--- src/rtl/ntt_seq_pkg.sv ---
`default_nettype none
// ============================================================================
// Module      : ntt_seq_pkg
// Description : Shared types and constants for the NTT phase sequencer, the
//               257-lane address generator and the butterfly datapath.
//               - seq_state_e    : sequencer state encoding
//               - MODE_ADD/SHIFT : address generator mode values
//               - c_DEPTH, c_NUM_PASSES, c_PIPE_LAT : default geometry
//               - clog2_min1     : width helper that never returns zero
// Revision    : 1.0 - initial release
// ============================================================================
package ntt_seq_pkg;

    localparam int unsigned c_DEPTH      = 85;
    localparam int unsigned c_NUM_PASSES = 3;
    localparam int unsigned c_PIPE_LAT   = 4;

    localparam logic MODE_ADD   = 1'b0;
    localparam logic MODE_SHIFT = 1'b1;

    typedef enum logic [3:0] {
        ST_IDLE         = 4'd0,
        ST_SETUP_LOAD   = 4'd1,
        ST_LOAD         = 4'd2,
        ST_SETUP_COMP   = 4'd3,
        ST_COMPUTE      = 4'd4,
        ST_DRAIN        = 4'd5,
        ST_SETUP_UNLOAD = 4'd6,
        ST_UNLOAD       = 4'd7,
        ST_DONE         = 4'd8
    } seq_state_e;

    // Counter width for a range of v values; a single-value range still
    // needs one bit so that port and register declarations stay legal.
    function automatic int unsigned clog2_min1(input int unsigned v);
        return (v <= 1) ? 1 : $clog2(v);
    endfunction

endpackage
`default_nettype wire

--- src/rtl/pipe_delay.sv ---
`default_nettype none
// ============================================================================
// Module      : pipe_delay
// Description : PIPE_LAT-deep 1-bit shift register with synchronous clear.
//               Used to turn the read-issue strobe into the butterfly
//               writeback strobe.
//   clk     in  clock
//   i_clr   in  synchronous clear of the whole delay line
//   i_din   in  strobe input
//   o_dout  out i_din delayed by PIPE_LAT cycles
// Revision    : 1.0 - initial release
// ============================================================================
module pipe_delay #(
    parameter int unsigned PIPE_LAT = 4
) (
    input  logic clk,
    input  logic i_clr,
    input  logic i_din,
    output logic o_dout
);

    generate
        if (PIPE_LAT == 0) begin : g_bypass
            assign o_dout = i_din;
        end else begin : g_shift
            logic [PIPE_LAT-1:0] r_sr;

            always_ff @(posedge clk) begin
                if (i_clr) begin
                    r_sr <= '0;
                end else begin
                    r_sr[0] <= i_din;
                    for (int i = 1; i < PIPE_LAT; i++) begin
                        r_sr[i] <= r_sr[i-1];
                    end
                end
            end

            assign o_dout = r_sr[PIPE_LAT-1];
        end
    endgenerate

endmodule
`default_nettype wire

--- src/rtl/ntt_addr_sequencer.sv ---
`default_nettype none
// ============================================================================
// Module      : ntt_addr_sequencer
// Description : Phase controller for the 257-lane modular address generator.
//               Steps LOAD -> NUM_PASSES x COMPUTE/DRAIN -> UNLOAD, driving
//               the generator's reset/mode/incr and the coefficient bank
//               strobes, with a start/done handshake to the NTT top level.
//   clk, reset           clock, synchronous active-high reset
//   start / busy / done  transform handshake (done is a one-cycle pulse)
//   in_valid / in_ready  load-side stream
//   out_valid / out_ready unload-side stream
//   ag_reset/ag_mode/ag_incr  address generator controls
//   mem_we / mem_re / wb_en   bank write, compute read issue, writeback
//   pass_idx / word_idx       current compute pass and word within phase
// Revision    : 1.0 - initial release
// ============================================================================
module ntt_addr_sequencer
    import ntt_seq_pkg::*;
#(
    parameter  int unsigned DEPTH      = c_DEPTH,
    parameter  int unsigned NUM_PASSES = c_NUM_PASSES,
    parameter  int unsigned PIPE_LAT   = c_PIPE_LAT,
    localparam int unsigned c_WORD_W   = clog2_min1(DEPTH),
    localparam int unsigned c_PASS_W   = clog2_min1(NUM_PASSES)
) (
    input  logic                clk,
    input  logic                reset,
    input  logic                start,
    output logic                busy,
    output logic                done,
    input  logic                in_valid,
    output logic                in_ready,
    output logic                out_valid,
    input  logic                out_ready,
    output logic                ag_reset,
    output logic                ag_mode,
    output logic                ag_incr,
    output logic                mem_we,
    output logic                mem_re,
    output logic                wb_en,
    output logic [c_PASS_W-1:0] pass_idx,
    output logic [c_WORD_W-1:0] word_idx
);

    localparam int unsigned         c_DRN_W     = clog2_min1(PIPE_LAT);
    localparam logic [c_WORD_W-1:0] c_WORD_LAST = c_WORD_W'(DEPTH - 1);
    localparam logic [c_PASS_W-1:0] c_PASS_LAST = c_PASS_W'(NUM_PASSES - 1);
    localparam logic [c_DRN_W-1:0]  c_DRN_LAST  = c_DRN_W'(PIPE_LAT - 1);

    seq_state_e          r_state;
    seq_state_e          w_state_nxt;
    logic [c_WORD_W-1:0] r_word_idx;
    logic [c_PASS_W-1:0] r_pass_idx;
    logic [c_DRN_W-1:0]  r_drn_cnt;

    logic w_word_inc;
    logic w_word_clr;
    logic w_pass_inc;
    logic w_pass_clr;
    logic w_drn_inc;

    // ------------------------------------------------------------------
    // State and counter registers
    // ------------------------------------------------------------------
    always_ff @(posedge clk) begin
        if (reset) begin
            r_state    <= ST_IDLE;
            r_word_idx <= '0;
            r_pass_idx <= '0;
            r_drn_cnt  <= '0;
        end else begin
            r_state <= w_state_nxt;

            if (w_word_clr) begin
                r_word_idx <= '0;
            end else if (w_word_inc) begin
                r_word_idx <= r_word_idx + 1'b1;
            end

            if (w_pass_clr) begin
                r_pass_idx <= '0;
            end else if (w_pass_inc) begin
                r_pass_idx <= r_pass_idx + 1'b1;
            end

            // Runs only while DRAIN is counting; any other cycle parks it at 0.
            r_drn_cnt <= w_drn_inc ? r_drn_cnt + 1'b1 : '0;
        end
    end

    // ------------------------------------------------------------------
    // Next state and Moore/Mealy outputs. Handshake-qualified strobes
    // (mem_we, ag_incr in LOAD/UNLOAD) are combinational with the
    // accepting cycle so the generator advances on the same edge.
    // ------------------------------------------------------------------
    always_comb begin
        w_state_nxt = r_state;
        busy        = 1'b1;
        done        = 1'b0;
        in_ready    = 1'b0;
        out_valid   = 1'b0;
        ag_reset    = 1'b0;
        ag_mode     = MODE_ADD;
        ag_incr     = 1'b0;
        mem_we      = 1'b0;
        mem_re      = 1'b0;
        w_word_inc  = 1'b0;
        w_word_clr  = 1'b0;
        w_pass_inc  = 1'b0;
        w_pass_clr  = 1'b0;
        w_drn_inc   = 1'b0;

        case (r_state)
            ST_IDLE: begin
                busy = 1'b0;
                if (start) begin
                    w_state_nxt = ST_SETUP_LOAD;
                end
            end

            ST_SETUP_LOAD: begin
                ag_reset    = 1'b1;
                w_word_clr  = 1'b1;
                w_state_nxt = ST_LOAD;
            end

            ST_LOAD: begin
                in_ready = 1'b1;
                if (in_valid) begin
                    mem_we  = 1'b1;
                    ag_incr = 1'b1;
                    if (r_word_idx == c_WORD_LAST) begin
                        w_word_clr  = 1'b1;
                        w_pass_clr  = 1'b1;
                        w_state_nxt = ST_SETUP_COMP;
                    end else begin
                        w_word_inc = 1'b1;
                    end
                end
            end

            ST_SETUP_COMP: begin
                // Mode must already be SHIFT while ag_reset is high: the
                // generator's reset value is mode dependent.
                ag_reset    = 1'b1;
                ag_mode     = MODE_SHIFT;
                w_word_clr  = 1'b1;
                w_state_nxt = ST_COMPUTE;
            end

            ST_COMPUTE: begin
                ag_mode = MODE_SHIFT;
                mem_re  = 1'b1;
                ag_incr = 1'b1;
                if (r_word_idx == c_WORD_LAST) begin
                    w_word_clr  = 1'b1;
                    w_state_nxt = ST_DRAIN;
                end else begin
                    w_word_inc = 1'b1;
                end
            end

            ST_DRAIN: begin
                // Wait out the butterfly pipeline so the pass's last
                // writeback lands before the next pass re-reads the bank.
                ag_mode = MODE_SHIFT;
                if (r_drn_cnt == c_DRN_LAST) begin
                    if (r_pass_idx == c_PASS_LAST) begin
                        w_state_nxt = ST_SETUP_UNLOAD;
                    end else begin
                        w_pass_inc  = 1'b1;
                        w_state_nxt = ST_SETUP_COMP;
                    end
                end else begin
                    w_drn_inc = 1'b1;
                end
            end

            ST_SETUP_UNLOAD: begin
                ag_reset    = 1'b1;
                w_word_clr  = 1'b1;
                w_state_nxt = ST_UNLOAD;
            end

            ST_UNLOAD: begin
                out_valid = 1'b1;
                if (out_ready) begin
                    ag_incr = 1'b1;
                    if (r_word_idx == c_WORD_LAST) begin
                        w_word_clr  = 1'b1;
                        w_state_nxt = ST_DONE;
                    end else begin
                        w_word_inc = 1'b1;
                    end
                end
            end

            ST_DONE: begin
                done        = 1'b1;
                w_pass_clr  = 1'b1;
                w_state_nxt = ST_IDLE;
            end

            default: begin
                busy        = 1'b0;
                w_state_nxt = ST_IDLE;
            end
        endcase
    end

    assign pass_idx = r_pass_idx;
    assign word_idx = r_word_idx;

    // Writeback strobe: read issue delayed by the butterfly latency.
    pipe_delay #(
        .PIPE_LAT (PIPE_LAT)
    ) u_wb_dly (
        .clk    (clk),
        .i_clr  (reset),
        .i_din  (mem_re),
        .o_dout (wb_en)
    );

endmodule
`default_nettype wire

--- config.mk ---
export PLATFORM = sky130hd
export DESIGN_NAME = ntt_addr_sequencer
export DESIGN_NICKNAME = d
export VERILOG_FILES = /design/src/rtl/ntt_seq_pkg.sv /design/src/rtl/pipe_delay.sv /design/src/rtl/ntt_addr_sequencer.sv
export SDC_FILE = /design/constraint.sdc
export NUM_CORES = 1
export LEC_CHECK = 0
export CELL_PAD_IN_SITES_DETAIL_PLACEMENT = 2
export CELL_PAD_IN_SITES_GLOBAL_PLACEMENT = 2
export CORE_MARGIN = 10
export CORE_UTILIZATION = 28
export CTS_CLUSTER_DIAMETER = 120
export CTS_CLUSTER_SIZE = 16
export DETAILED_ROUTE_END_ITERATION = 16
export GPL_ROUTABILITY_DRIVEN = 0
export PLACE_DENSITY = 0.86
export SLEW_MARGIN = 20
export SYNTH_ARGS = -nofsm -noshare
export SYNTH_HDL_FRONTEND = slang
export SYNTH_SLANG_ARGS = --single-unit
--- constraint.sdc ---
create_clock -name clk -period 2 [get_ports clk]
set_input_delay 0.4 -clock clk [delete_from_list [all_inputs] [get_ports clk]]
set_output_delay 0.4 -clock clk [all_outputs]
set_load 0.05 [all_outputs]
==> flow_metrics.py, run 1 <==
metrics = {
    "run_status": {
        "outcome": "finished, final reports clean",
    },
    "sta": {
        "fin_crit_sh_pct": 99.90,
        "final_period_minus_worst_setup_slack_ns": 1.998,
        "slew_headroom_pct": 64.47,
        "timing.final.setup_violations": 0,
        "final_hold_viol_count": 0,
        "layout_setup_ws_ns": 0.001974,
        "final_max_slew_viol_count": 0,
        "final.setup_skew_ns": 0.005335,
        "max_freq_ghz": 0.5005,
        "tightestPinTransition_ns": 0.5313,
        "unrepaired_setup_endpoints_after_global_routing": "true",
    },
    "routing": {
        "detail_route.first_pass.iterations": 4,
        "route.detailed.drc": 0,
        "first_iter_violations": 28,
        "detail_route.vias_per_cell": 5.285,
        "routed_wl_mm": 4.419,
        "ant_nets": 0,
        "route.detailed.wl_per_inst_um": 21.35,
        "vias": 1094,
    },
    "setup_path": {
        "timing.critical_path.fanout_max": 10,
        "timing.critical_path.from_type": "register",
        "path_type_of_the_worst_setup_path": "register to output pin",
        "critPathMaxStageDelay_ns": 0.36,
        "cp-end-kind": "output pin",
        "path_cells": "buf_4 > nor2_4 > nand3_1 > a31oi_4 > buf_12",
        "worst_ep_required_time_ns": 1.60,
        "library_cell_contributing_the_largest_single_delay_on_the_critical_path": "sky130_fd_sc_hd__dfxtp_2",
        "worst_path_dominant_cell_family": "flip-flops",
        "critical_path.n_buffers_inverters": 2,
        "timing.critical_path.arrival_ns": 1.60,
    },
    "cts": {
        "root_buffer": "sky130_fd_sc_hd__clkbuf_8",
        "cts.reportedPaths.clkPinSlew_ns": 0.08,
        "tritoncts": "yes",
        "holdBufCountCts": 0,
        "worst_skew_pair_latency_ns": 0.26,
        "clock_buffer_count_from_cts": 3,
        "ctsLongestPathBuffers": 2,
        "clock_sinks": 19,
        "cts_htree_levels": 1,
    },
    "power_and_ir_drop": {
        "power.internal_mw": 0.9518,
        "vdd.ir_drop.worst_mv": 0.5440,
        "power_density_nw_per_um2": 1015,
        "power.share.sequential_pct": 27.5,
        "power_frac_clock_pct": 16.8,
        "comb_power_share_pct": 55.8,
        "design_power_total_mw": 1.673,
        "power.leakage_nw": 0.5884,
        "switching_share_pct": 43.11,
        "netSwitchingPower_mw": 0.7212,
    },
    "place": {
        "dp_hpwl_mm": 2.978,
        "port_buffers": 23,
        "dp_worst_setup_slack_ns": -0.2554,
    },
    "global_routing": {
        "overflow": 0,
        "grt_use_total_pct": 13.82,
        "grt_max_degree": 11,
        "grt_pass1_wl_mm": 7.031,
        "first_global_vias": 1265,
        "number_of_antenna_violations_at_the_first_check_in_global_routing": 0,
    },
    "die": {
        "start_util_pct": 29.99,
        "die_w_um": 80.72,
        "floorplan.die.height_um": 80.72,
        "placementRows": 21,
        "core_area_sq_um": 3442,
        "die_area_sq_um": 6515,
        "i_o_pin_count": 24,
    },
    "synthesis": {
        "ys.flop_type": "sky130_fd_sc_hd__dfxtp_1",
        "synth_top_cells_by_area": "sky130_fd_sc_hd__dfxtp_1 37%, sky130_fd_sc_hd__nor2_1 6.2%, sky130_fd_sc_hd__xnor2_1 5.9%",
        "yosys_warnings": 0,
        "postSynthNetCount": 133,
        "synthCells": 124,
        "post-synth-top-count-cell": "sky130_fd_sc_hd__dfxtp_1",
        "register_area_share_after_synthesis_pct": 36.85,
        "yosys_register_bits": 19,
        "number_of_enable_type_register_cells_in_the_synthesized_netlist": 0,
        "synth_largest_area_cell": "sky130_fd_sc_hd__dfxtp_1",
        "synth-async-reset-ratio_pct": 0,
        "syn_avg_cell_area_sq_um": 8.325,
        "synth_commonest_cells": "19 x sky130_fd_sc_hd__dfxtp_1, 17 x sky130_fd_sc_hd__nor2_1, 7 x sky130_fd_sc_hd__inv_1, 7 x sky130_fd_sc_hd__xnor2_1",
        "post_synth_instance_area_sq_um": 1032,
        "yosysTopAreaCellShare_pct": 36.85,
        "netlist-cell-type-count": 38,
    },
    "layout": {
        "syn2layout_area_growth_pct": 59.64,
        "diodes": 0,
        "drive_gt1_share_pct": 32.30,
        "final_net_count": 171,
    },
    "worst_hold_path": {
        "hold_path.class": "register to register",
    },
    "run": {
        "cap_violations": 0,
    },
}
==> power by group through the flow <==
stage / sequential [mW] / combinational (mW) / clock (mW)
2_1_floorplan: 0.461 / 0.453 / 0
3_3_place_gp: 0.454 / 0.830 / 0
3_5_place_dp: 0.460 / 0.856 / 0
4_1_cts: 0.456 / 0.903 / 0.281
5_1_grt: 0.464 / 0.986 / 0.305
6_report: 0.459 / 0.933 / 0.280
==> final cells by class <==
type,instances,area (sq um)
clock buffer,4,45.04
fill,368,1794
inverter,7,26.28
multi-input combinational,93,688.2
sequential,19,395.4
tap,46,57.56
timing repair buffer,38,435.4
==> kinds of logic (layout without fill, tap and decap cells) <==
family / count (synthesis) / in the layout / synth area share [%]
and+or+nand+nor: 58 / 58 / 30.43
adders and majority gates: 4 / 4 / 4.849
muxes: 1 / 1 / 0.9697
AOI/OAI and AO/OA: 23 / 23 / 16.00
DFF: 19 / 19 / 36.85
buffers and inverters: 12 / 49 / 4.971
xor gates and xnor gates: 7 / 7 / 5.940
==> registers in the layout, summed over array words and instances (netlist names) <==
name	flops
r_state	4
u_wb_dly.g_shift.r_sr	4
pass_idx	2
word_idx	7
r_drn_cnt	2
==> final timing paths <==
check / start / endpoint / slack [ns] / cells after the start
min reg2reg: u_wb_dly.g_shift.r_sr[0] / u_wb_dly.g_shift.r_sr[1] / 0.44 / 1
min: u_wb_dly.g_shift.r_sr[0] / u_wb_dly.g_shift.r_sr[1] / 0.44 / 1
max: r_state[2] / ag_incr / 0.002 / 5
max reg2reg: word_idx[0] / r_state[3] / 0.02 / 8
==> worst register-to-register path: cells and delay by family (launching register included) <==
family,cells,cell delay [ns]
AO/OA/AOI/OAI,3,0.60
buffers and inverters,2,0.25
flip-flops,1,0.36
AND/OR/NAND/NOR,2,0.49
adder cells (fa/ha/maj),1,0.15
==> metrics by stage <==
stage               instances  TNS (ns)  utilization (%)  area, sq um  hold slack, ns
floorplan                 124  -0.01398                -         1061          0.4061
global placement          199   -0.3011            43.40         1494          0.4160
detailed placement        199   -0.9717            43.40         1494          0.4270
CTS                       203         0            45.87         1579          0.4446
global route              207   -0.4805            47.87         1648          0.4591
finish                    207         0            47.87         1648          0.4420
==> repair_timing <==
item	CTS	global route
pin swaps	3	3
buffers inserted	0	4
gates resized for setup	10	13
endpoints found under the setup margin	4	12
gates cloned	0	0
==> layer usage <==
metal	up-vias	GRT usage [%]	part of all wire [%]
met3	2	3.675	4.6
met4	0	4.844	0.38
met2	20	27.47	56
li1	519	-	-
met5	-	0	0
met1	553	13.15	39
==> cells in the final DEF (no fill, tap or decap), types with 2 or more instances in the layout <==
master	count
sky130_fd_sc_hd__nor4_1	5
sky130_fd_sc_hd__ha_1	4
sky130_fd_sc_hd__dfxtp_4	2
sky130_fd_sc_hd__dfxtp_2	6
sky130_fd_sc_hd__xnor2_1	7
sky130_fd_sc_hd__nand2b_1	3
sky130_fd_sc_hd__o211ai_1	2
sky130_fd_sc_hd__a211oi_1	2
sky130_fd_sc_hd__nor3_2	2
sky130_fd_sc_hd__inv_1	7
sky130_fd_sc_hd__or3_4	2
sky130_fd_sc_hd__buf_12	9
sky130_fd_sc_hd__nor2_1	14
sky130_fd_sc_hd__nand2_1	5
sky130_fd_sc_hd__nor2b_1	5
sky130_fd_sc_hd__nand3_1	6
sky130_fd_sc_hd__nor2_2	2
sky130_fd_sc_hd__clkbuf_8	3
sky130_fd_sc_hd__dfxtp_1	11
sky130_fd_sc_hd__clkdlybuf4s50_1	11
sky130_fd_sc_hd__buf_4	15
sky130_fd_sc_hd__a2111oi_0	2
sky130_fd_sc_hd__a21oi_1	4
(Power assumes the default switching activity.)
==> run 2: changes to the inputs <==
--- a/config.mk
+++ b/config.mk
@@ -12,7 +12,6 @@
 export CTS_CLUSTER_DIAMETER = 120
 export CTS_CLUSTER_SIZE = 16
 export DETAILED_ROUTE_END_ITERATION = 16
-export GPL_ROUTABILITY_DRIVEN = 0
 export PLACE_DENSITY = 0.86
 export SLEW_MARGIN = 20
 export SYNTH_ARGS = -nofsm -noshare
==> results of run 2 <==
Same layout as run 1: the final DEF is identical, and so are final timing and power.
